[config.mk]
export PLATFORM = sky130hd
export DESIGN_NAME = id_issue_ctrl
export DESIGN_NICKNAME = d
export VERILOG_FILES = /design/src/rtl/id_issue_ctrl.sv
export SDC_FILE = /design/constraint.sdc
export NUM_CORES = 1
export LEC_CHECK = 0
export CAP_MARGIN = 20
export CORE_UTILIZATION = 30
export DETAILED_ROUTE_END_ITERATION = 8
export PLACE_DENSITY = 0.5
export SKIP_CTS_REPAIR_TIMING = 1
export SLEW_MARGIN = 10
export SYNTH_ARGS = -nofsm -noshare
export SYNTH_HDL_FRONTEND = slang
export SYNTH_SLANG_ARGS = --single-unit
[constraint.sdc]
create_clock -name clk -period 2.7 [get_ports clk]
set_input_delay 0.27 -clock clk [delete_from_list [all_inputs] [get_ports clk]]
set_output_delay 0.27 -clock clk [all_outputs]
set_load 0.03 [all_outputs]
[src/rtl/id_issue_ctrl.sv]
// Decode-stage issue controller: load scoreboard interlock, HI/LO mult/div busy
// tracking and the ID/EX valid/ready handshake.
module id_issue_ctrl #(
  parameter int MULDIV_CYCLES = 32,
  parameter int CNT_W         = 6
) (
  input  logic        clk,
  input  logic        rst_n,
  input  logic        id_valid,
  input  logic [4:0]  id_rreg_a,
  input  logic [4:0]  id_rreg_b,
  input  logic        id_use_a,
  input  logic        id_use_b,
  input  logic [4:0]  id_wreg,
  input  logic        id_wen,
  input  logic        id_is_load,
  input  logic        id_is_muldiv,
  input  logic        id_use_hilo,
  input  logic        ex_ready,
  input  logic        wb_load_valid,
  input  logic [4:0]  wb_load_wreg,
  output logic        id_ready,
  output logic        ex_valid,
  output logic [1:0]  stall_cause,
  output logic [31:0] sb_pending,
  output logic        muldiv_busy
);

  localparam logic [CNT_W-1:0] CNT_LOAD = CNT_W'(MULDIV_CYCLES - 1);

  typedef enum logic [1:0] {
    CAUSE_NONE = 2'd0,
    CAUSE_LOAD = 2'd1,
    CAUSE_MD   = 2'd2,
    CAUSE_BP   = 2'd3
  } cause_t;

  logic [31:0]      sb_q;
  logic [CNT_W-1:0] cnt_q;
  logic [31:0]      wb_clr_mask;
  logic [31:0]      id_set_mask;
  logic [31:0]      eff;
  logic             haz_load;
  logic             haz_md;
  logic             issue;
  cause_t           cause;

  // A load committing this cycle is bypassed, so its register no longer interlocks.
  always_comb begin
    wb_clr_mask = wb_load_valid ? (32'd1 << wb_load_wreg) : 32'd0;
    id_set_mask = (id_wreg != 5'd0) ? (32'd1 << id_wreg) : 32'd0;
    eff         = sb_q & ~wb_clr_mask;
  end

  always_comb begin
    haz_load = id_valid & ((id_use_a & eff[id_rreg_a]) |
                           (id_use_b & eff[id_rreg_b]) |
                           (id_wen   & eff[id_wreg]));
    haz_md   = id_valid & (id_is_muldiv | id_use_hilo) & muldiv_busy;
    issue    = rst_n & id_valid & ~haz_load & ~haz_md & ex_ready;

    cause = CAUSE_NONE;
    if (rst_n && id_valid && !issue) begin
      if (haz_load)    cause = CAUSE_LOAD;
      else if (haz_md) cause = CAUSE_MD;
      else             cause = CAUSE_BP;
    end
  end

  assign ex_valid    = issue;
  assign id_ready    = ~rst_n | ~id_valid | issue;
  assign stall_cause = cause;
  assign sb_pending  = sb_q;
  assign muldiv_busy = (cnt_q != '0);

  // Clear-then-set ordering makes a same-cycle writeback and re-issue leave the bit set.
  always_ff @(posedge clk) begin
    if (!rst_n) begin
      sb_q <= '0;
    end else if (issue && id_is_load && id_wen) begin
      sb_q <= (sb_q & ~wb_clr_mask) | id_set_mask;
    end else begin
      sb_q <= sb_q & ~wb_clr_mask;
    end
  end

  always_ff @(posedge clk) begin
    if (!rst_n) begin
      cnt_q <= '0;
    end else if (issue && id_is_muldiv) begin
      cnt_q <= CNT_LOAD;
    end else if (cnt_q != '0) begin
      cnt_q <= cnt_q - 1'b1;
    end
  end

endmodule
==> results of run 1 <==
[placed cells by master (no fill, tap or decap), types with 4 or more instances in the layout]
cell type,count
sky130_fd_sc_hd__o41ai_4,12
sky130_fd_sc_hd__dlymetal6s2s_1,7
sky130_fd_sc_hd__o41ai_2,11
sky130_fd_sc_hd__mux2_2,14
sky130_fd_sc_hd__clkdlybuf4s50_1,51
sky130_fd_sc_hd__o211ai_1,24
sky130_fd_sc_hd__or2_2,6
sky130_fd_sc_hd__a21oi_1,11
sky130_fd_sc_hd__mux2i_1,18
sky130_fd_sc_hd__nand2b_1,6
sky130_fd_sc_hd__dfxtp_1,38
sky130_fd_sc_hd__o21a_1,4
sky130_fd_sc_hd__buf_4,152
sky130_fd_sc_hd__nor2b_1,6
sky130_fd_sc_hd__nor3_1,9
sky130_fd_sc_hd__buf_6,7
sky130_fd_sc_hd__clkbuf_8,5
sky130_fd_sc_hd__nand2_1,23
sky130_fd_sc_hd__inv_1,11
sky130_fd_sc_hd__nand4b_1,4
sky130_fd_sc_hd__a311oi_1,6
sky130_fd_sc_hd__or3_1,14
sky130_fd_sc_hd__nand3_1,14
sky130_fd_sc_hd__o2111ai_1,5
sky130_fd_sc_hd__o21ai_0,13
sky130_fd_sc_hd__nor2_1,14
sky130_fd_sc_hd__nand4_1,6
sky130_fd_sc_hd__a31oi_1,7
sky130_fd_sc_hd__o311ai_0,5
sky130_fd_sc_hd__o22ai_1,11
sky130_fd_sc_hd__o31ai_1,6
[critical path, delay by kind of cell]
| kind | cells | cell delay (ns) |
|---|---|---|
| simple gates | 3 | 1.20 |
| compound gates | 4 | 0.84 |
| buf+inv | 3 | 0.45 |
[state kept, by name, indices dropped and copies added (netlist names)]
| name | cells |
|---|---|
| cnt_q | 6 |
| sb_pending | 32 |
[cell type report]
| type | instances | area (um2) | area share [%] |
|---|---|---|---|
| Tap cell | 140 | 175 | 2.99 |
| Timing Repair Buffer | 229 | 1990 | 34.1 |
| Multi-Input combinational cell | 319 | 2770 | 47.4 |
| Sequential cell | 38 | 761 | 13.0 |
| Clock inverter | 3 | 40.0 | 0.684 |
| Inverter | 11 | 41.3 | 0.705 |
| Clock buffer | 5 | 68.8 | 1.18 |
[per-layer routing]
metal / global-route usage [%] / share of wire (%) / vias up
met5: 0 / 0 / -
met3: 4.24 / 8.2 / 50
li1: - / - / 2038
met1: 35.8 / 42 / 2152
met2: 42.4 / 46 / 268
met4: 9.39 / 3.5 / 0
[power groups by stage]
stage                     clock (mW)  combinational (mW)  sequential [mW]
after floorplan                    0               0.428            0.626
after global placement             0               0.718            0.629
after detailed placement           0               0.726            0.630
after CTS                      0.500               0.730            0.617
after global routing           0.521               0.913            0.625
final                          0.499               0.853            0.620
[logic make-up (layout without fill, tap and decap cells)]
kind of cell,after synthesis,count (layout)
multiplexers,36,36
AO/OA/AOI/OAI,142,142
adder cells (fa/ha/maj),1,1
XOR/XNOR,9,9
flip-flops,38,38
AND/OR/NAND/NOR,131,131
buffers and inverters,50,248
[worst max-delay path by stage]
stage                          startpoint             end  slack [ns]  cells past startpoint
after global placement    wb_load_wreg[4]  sb_pending[13]       -0.96                     10
after floorplan           wb_load_wreg[2]  stall_cause[1]       -0.03                      8
after CTS                 wb_load_wreg[4]  stall_cause[0]       -0.98                     10
after detailed placement  wb_load_wreg[4]  stall_cause[0]       -0.94                     10
final                     wb_load_wreg[3]  stall_cause[1]       -0.33                     10
after global routing         id_rreg_b[2]        ex_valid       -0.40                     11
[metrics by stage]
stage	hold WS (ns)	setup TNS [ns]	area, um2	std cells	power [mW]
3_3_place_gp	0.536	-26.06	5120	718	1.35
4_1_cts	0.552	-16.60	5230	726	1.85
3_5_place_dp	0.538	-26.25	5120	718	1.36
6_report	0.501	-3.04	5850	745	1.97
2_1_floorplan	0.482	-0.0287	3380	407	1.05
5_1_grt	0.540	-4.70	5850	745	2.06
==> metrics, run 1 <==
maxcap violations 0; fraction of layout instances using a drive strength above 1 40.5%; maximum clock insertion buffer count 2; nets in the synthesized netlist 439; total setup violations reported at the end of the flow 23; adder and majority gate portion of the synthesized area less than 1%; total wire length ~16 mm; total of buffers placed on input and output ports 67; HPWL after detailed placement around 12 mm; diode count 0; share of total power in sequential cells 31.5%; fraction of the mapped netlist area in simple logic gates about a quarter; startpoint of the most critical hold path wb_load_wreg[3]; DRC violation total after the first TritonRoute iteration around 480; antenna violation net count after detailed routing 0; slowest library cell on the worst path sky130_fd_sc_hd__or4b_4; WL/cell 21.7 um; clock tree from TritonCTS built; core utilization of the finished layout 54.0%; power density over the cells 337 nW/um2; fmax 330 MHz; Worst Setup Start Kind primary input; Worst R2R End sb_pending[26]; worst reg2reg startpoint sb_pending[11]; pins over their slew limit 0; vias 4508; Min-Delay Path Depth 5; number of antenna violations at the first check in global routing 0; pin slew with the least headroom to its limit 0.748 ns; worst rel slew slack 50.0%; primary flip-flop cell chosen by synthesis mapping sky130_fd_sc_hd__dfxtp_1; setup repair after global routing missed its margin true; Final Cycle Share 112%; number of standard cells after synthesis 407; CTS Root Buffer Type sky130_fd_sc_hd__clkbuf_8; starting density of the core a little under a third; CP cell instances buf_8 > or4b_4 > or4_1 > o211ai_1 > a31oi_1 > a221oi_2 > o2111ai_4 > buf_12 > nor3_4 > buf_6; Die H approximately 110 um; fraction of synthesized cell area in xor and xnor cells between 2 and 3%; count of cell types in the netlist 66; logic gate share of total power 43.3%; global-route total usage across every layer 26.5%; count of nets after finishing between 600 and 700; number of synthesized register bits 38; switching power as a share of total power 36.7%; Max stage delay on crit path about 0.55 ns; area fraction of the dominant cell type after synthesis 22.8%; Worst Setup Path Type primary input to primary output; final estimated routing congestion in global placement around 0.9; area fraction in compound gates after synthesis 31.8%; most repeated cell in the gate-level netlist after synthesis sky130_fd_sc_hd__dfxtp_1; count of yosys warnings during synthesis 0; DR DRC count 0; final hold violation count 0; status complete, but fails checks; fraction of registers with async set/reset 0%; global-route wire length before repair 23.2 mm; Final Worst Setup Slack -0.331 ns; cell types with the largest area share after synthesis sky130_fd_sc_hd__dfxtp_1 (23%), sky130_fd_sc_hd__o41ai_1 (6.0%), sky130_fd_sc_hd__mux2i_1 (5.7%), sky130_fd_sc_hd__o211ai_1 (5.4%), sky130_fd_sc_hd__mux2_2 (4.7%); total clock buffers created by CTS 5; via count of the first global-routing pass 4142; Psw 723 uW; number of flops mapped to enable cells by yosys 0; clock-pin slew on the worst setup and hold paths around 0.08 ns; violated checks setup timing; global-route congestion overflow total 0; Yosys top cell by area sky130_fd_sc_hd__dfxtp_1; proportion of synthesized area in mux cells 12.4%; final worst path period need 3.03 ns; Reg2Reg Depth 10; mean post-synth cell area 8.21 um2; Tightest Hold Check Type primary input to flop; Seq/Total Area, Yosys 22.8%; internal power of the cells about 1.2 mW; arrival time reported for the critical path endpoint 2.76 ns; clock latency on the worst-skew pair 0.30 ns; via-per-instance ratio just over 6; core area ~11000 um2; length of the first detailed-routing pass in iterations 6; Clock Sinks 38; dominant combinational cell family by area after synthesis compound AO/OA/AOI/OAI gates; total die area 11600 um2; site row count 38; required time at the worst-slack endpoint 2.43 ns; element type at the critical path end primary output; Hold EP sb_pending[3]; critical path peak fanout 5; number of filler cells placed in the layout between 1k and 1.5k; area grow syn2layout 75.1%; clock group share of total power 25.3%; VDD IR max 0.344 mV; number of ports placed on the die boundary ~70; Synth Cell Area 3340 um2; depth of the CTS H-tree 2; dpl ws -0.941 ns; Post-synth top cells sky130_fd_sc_hd__dfxtp_1 (38), sky130_fd_sc_hd__o211ai_1 (24), sky130_fd_sc_hd__nand2_1 (23), sky130_fd_sc_hd__o41ai_1 (23), sky130_fd_sc_hd__clkbuf_1 (22); Worst Clk Skew 0.00664 ns; R2R Setup Slk -0.09 ns; largest net degree at the start of global routing 40; leakage component of the power 2.74 nW; Die Width 108 um
No activity file was read; power rests on OpenSTA's default activity.
==> run 2: changes to the inputs <==
--- a/config.mk
+++ b/config.mk
@@ -7,6 +7,6 @@
 export LEC_CHECK = 0
-export CAP_MARGIN = 20
+export ABC_AREA = 1
 export CORE_UTILIZATION = 30
 export DETAILED_ROUTE_END_ITERATION = 8
-export PLACE_DENSITY = 0.5
+export PLACE_DENSITY = 0.51
 export SKIP_CTS_REPAIR_TIMING = 1
--- a/constraint.sdc
+++ b/constraint.sdc
@@ -3,2 +3,2 @@
 set_output_delay 0.27 -clock clk [all_outputs]
-set_load 0.03 [all_outputs]
+set_load 0.1 [all_outputs]
==> run 2 against run 1 <==
Net effect:
- the flow finishes with violations (DRC)
- clock skew decreased by 0.0012 ns
- setup slack improved by 0.44 ns
- sequential cell count unchanged
- clock power decreased by 21%
- critical path depth increased by 8
- fmax increased by 17%
- largest cell class unchanged
- highest routed layer unchanged
==> metrics, run 2 <==
status complete, but fails checks; violated checks DRC; number of ports placed on the die boundary 68 (unchanged); via-per-instance ratio 5.40 (-11%); total die area 10900 um2 (-5.5%); count of nets after finishing 705 (+11%); WL/cell 17.1 um (-21%); number of flops mapped to enable cells by yosys 0 (unchanged); cell area after placement 4540 um2 (-11%); area fraction of the dominant cell type after synthesis 24.1% (+1.3 points); Yosys top cell by area sky130_fd_sc_hd__dfxtp_1; clock latency on the worst-skew pair 0.29 ns (about the same); DR DRC count 2 (+2); Reg2Reg Depth 14 (+4); primary flip-flop cell chosen by synthesis mapping sky130_fd_sc_hd__dfxtp_1; adder and majority gate portion of the synthesized area 0.396% (+0.022 points); Worst R2R End sb_pending[1]; dominant combinational cell family by area after synthesis simple AND/OR/NAND/NOR gates; fraction of the mapped netlist area in simple logic gates 53.8% (+30 points); total wire length 13.8 mm (-14%); count of yosys warnings during synthesis 0 (unchanged); met3 wirelength from detailed routing 1.18 mm (-12%); fmax 386 MHz (+17%); Min-Delay Path Depth 2 (-3); depth of the CTS H-tree 2 (unchanged); fraction of layout instances using a drive strength above 1 30.7% (-9.8 points); Psw 775 uW (+7.2%); CP cell instances dlymetal6s2s_1 > nand2_2 > clkinv_2 > a21oi_1 > buf_4 > nand2_1 > nand3_1 > nand3_1 > nand2_1 > nand2_1 > nand3_1 > nand2_1 > nor2_4 > nor2_4 > nand2_4 > nand2_8 > nor3_4 > buf_12; R2R Setup Slk 0.42 ns (+0.51 ns); site row count 37 (-2.6%); number of synthesized register bits 38 (unchanged); fraction of synthesized cell area in xor and xnor cells 1.11% (-1.5 points); Seq/Total Area, Yosys 24.1% (+1.3 points); dpl ws -0.472 ns (+0.469 ns); Tightest Hold Check Type flop to flop; slowest library cell on the worst path sky130_fd_sc_hd__a21oi_1; worst reg2reg startpoint cnt_q[0]; pins over their slew limit 0 (unchanged); final std cells w/o fill 810 (+8.7%); flip-flop count of the largest register, all copies and words added 32 (unchanged); total placed cells including tap cells 795 (+11%); Clock Sinks 38 (unchanged); startpoint of the most critical hold path sb_pending[12]; Final Worst Setup Slack 0.108 ns (+0.439 ns); clock group share of total power 21.3% (-4.0 points); area grow syn2layout 52.6%; core area 10300 um2 (-5.2%); critical path peak fanout 9 (+4); diode count 0 (unchanged); total clock buffers created by CTS 5 (unchanged); clock tree from TritonCTS built; CTS Root Buffer Type sky130_fd_sc_hd__clkbuf_8; switching power as a share of total power 41.9% (+5.2 points); total setup violations reported at the end of the flow 0 (-100%); global-route congestion overflow total 0 (unchanged); Max stage delay on crit path 0.21 ns (-0.34 ns); Hold EP sb_pending[12]; HPWL after detailed placement 10.7 mm (-11%); starting density of the core 30.7% (-0.12 points); Post-synth top cells sky130_fd_sc_hd__nand3_1 (139), sky130_fd_sc_hd__nand2_1 (133), sky130_fd_sc_hd__nor2_1 (56); count of cell types in the netlist 24 (-64%); vias 4370 (-3.1%); Post-Route M1 WL 6.28 mm (-7.0%); VDD IR max 0.581 mV (+69%); area fraction in compound gates after synthesis 10.2% (-22 points); final hold violation count 0 (unchanged); logic gate share of total power 44.8% (+1.5 points); global-route wire length before repair 21.3 mm (-8.3%); element type at the critical path end primary output; number of antenna violations at the first check in global routing 0 (unchanged); nets in the synthesized netlist 590 (+34%); most common library cell in the layout ignoring fill and taps sky130_fd_sc_hd__nand3_1; Synth Cell Area 3160 um2 (-5.6%); length of the first detailed-routing pass in iterations 6 (unchanged); global-route total usage across every layer 24.6% (-1.9 points); antenna violation net count after detailed routing 0 (unchanged); share of total power in sequential cells 33.9% (+2.4 points); total negative slack 0 ns (+3.04 ns); clock-pin slew on the worst setup and hold paths 0.08 ns (about the same); power density over the cells 384 nW/um2 (+14%); Post-Route Hold Slack 0.545 ns (+0.0440 ns); maxcap violations 0 (unchanged); cell types with the largest area share after synthesis sky130_fd_sc_hd__dfxtp_1 (24%), sky130_fd_sc_hd__nand3_1 (22%), sky130_fd_sc_hd__nand2_1 (16%), sky130_fd_sc_hd__nand4_1 (7.9%), sky130_fd_sc_hd__a21oi_1 (7.0%); most repeated cell in the gate-level netlist after synthesis sky130_fd_sc_hd__nand3_1; number of standard cells after synthesis 558 (+37%); worst rel slew slack 66.3% (+16 points); Worst Setup Path Type primary input to primary output; final worst path period need 2.59 ns (-0.439 ns); core utilization of the finished layout 46.9% (-7.1 points); total of buffers placed on input and output ports 67 (unchanged); overall power of the completed layout 1.85 mW (-6.1%); Final Cycle Share 96.0% (-16 points); pin slew with the least headroom to its limit 0.505 ns (-0.243 ns); DRC violation total after the first TritonRoute iteration 282 (-42%); Worst Clk Skew 0.00549 ns (-0.00115 ns); maximum clock insertion buffer count 2 (unchanged); Worst Setup Start Kind primary input; required time at the worst-slack endpoint 2.43 ns (about the same); via count of the first global-routing pass 4010 (-3.2%); leakage component of the power 2.02 nW (-26%); final standard cell area without fillers 4820 um2 (-18%); fraction of registers with async set/reset 0% (unchanged); Die H 105 um (-2.8%); Top Layer Used met4; final estimated routing congestion in global placement 0.929 (+1.6%); proportion of synthesized area in mux cells 0% (-12 points); wire length on met2 5.95 mm (-21%); most numerous cell on the critical path sky130_fd_sc_hd__nand2_1; largest net degree at the start of global routing 39 (-2.5%); arrival time reported for the critical path endpoint 2.32 ns (-0.44 ns); internal power of the cells 1.08 mW (-14%); mean post-synth cell area 5.66 um2 (-31%); Die Width 105 um (-2.8%); most frequent cells in the layout sky130_fd_sc_hd__nand3_1 (136), sky130_fd_sc_hd__nand2_1 (122), sky130_fd_sc_hd__buf_4 (97)
run 2: worst max-delay path by stage:
| stage | start | to | depth (start not counted) |
|---|---|---|---|
| 2_1_floorplan | cnt_q[0] | stall_cause[1] | 13 |
| 3_3_place_gp | wb_load_wreg[2] | stall_cause[1] | 17 |
| 3_5_place_dp | wb_load_wreg[2] | stall_cause[1] | 17 |
| 4_1_cts | wb_load_wreg[2] | stall_cause[1] | 17 |
| 5_1_grt | wb_load_wreg[1] | stall_cause[0] | 18 |
| 6_report | wb_load_wreg[4] | stall_cause[1] | 18 |
run 2: layout make-up:
cell class | instances | area (um2)
Clock inverter | 3 | 16.3
Timing Repair inverter | 1 | 5.00
Fill cell | 1086 | 5460
Timing Repair Buffer | 143 | 1310
Inverter | 43 | 174
Tap cell | 136 | 170
Clock buffer | 5 | 68.8
Multi-Input combinational cell | 441 | 2230
Sequential cell | 38 | 838
run 2: per-layer routing:
metal,vias to the layer above,track usage (%)
li1,2125,-
met1,1982,35.4
met2,223,37.1
met3,40,3.49
met4,0,8.65
met5,-,0
run 2: worst max-delay path, delay by kind of cell:
| family | cells | cell delay, ns |
|---|---|---|
| compound gates | 1 | 0.21 |
| buf+inv | 4 | 0.71 |
| simple gates | 13 | 1.15 |
run 2: kinds of logic after synthesis:
kind of cell,Yosys count
xor gates and xnor gates,4
and+or+nand+nor,375
buffers and inverters,79
adders and majority gates,1
AOI/OAI and AO/OA,61
DFF,38
run 2: power by group through the flow:
stage                     registers [mW]  clock network [mW]  logic (mW)
after floorplan                    0.636                   0       0.558
after global placement             0.640                   0       0.789
after detailed placement           0.641                   0       0.794
after CTS                          0.628               0.411       0.798
after global routing               0.633               0.428       0.902
final                              0.627               0.395       0.829
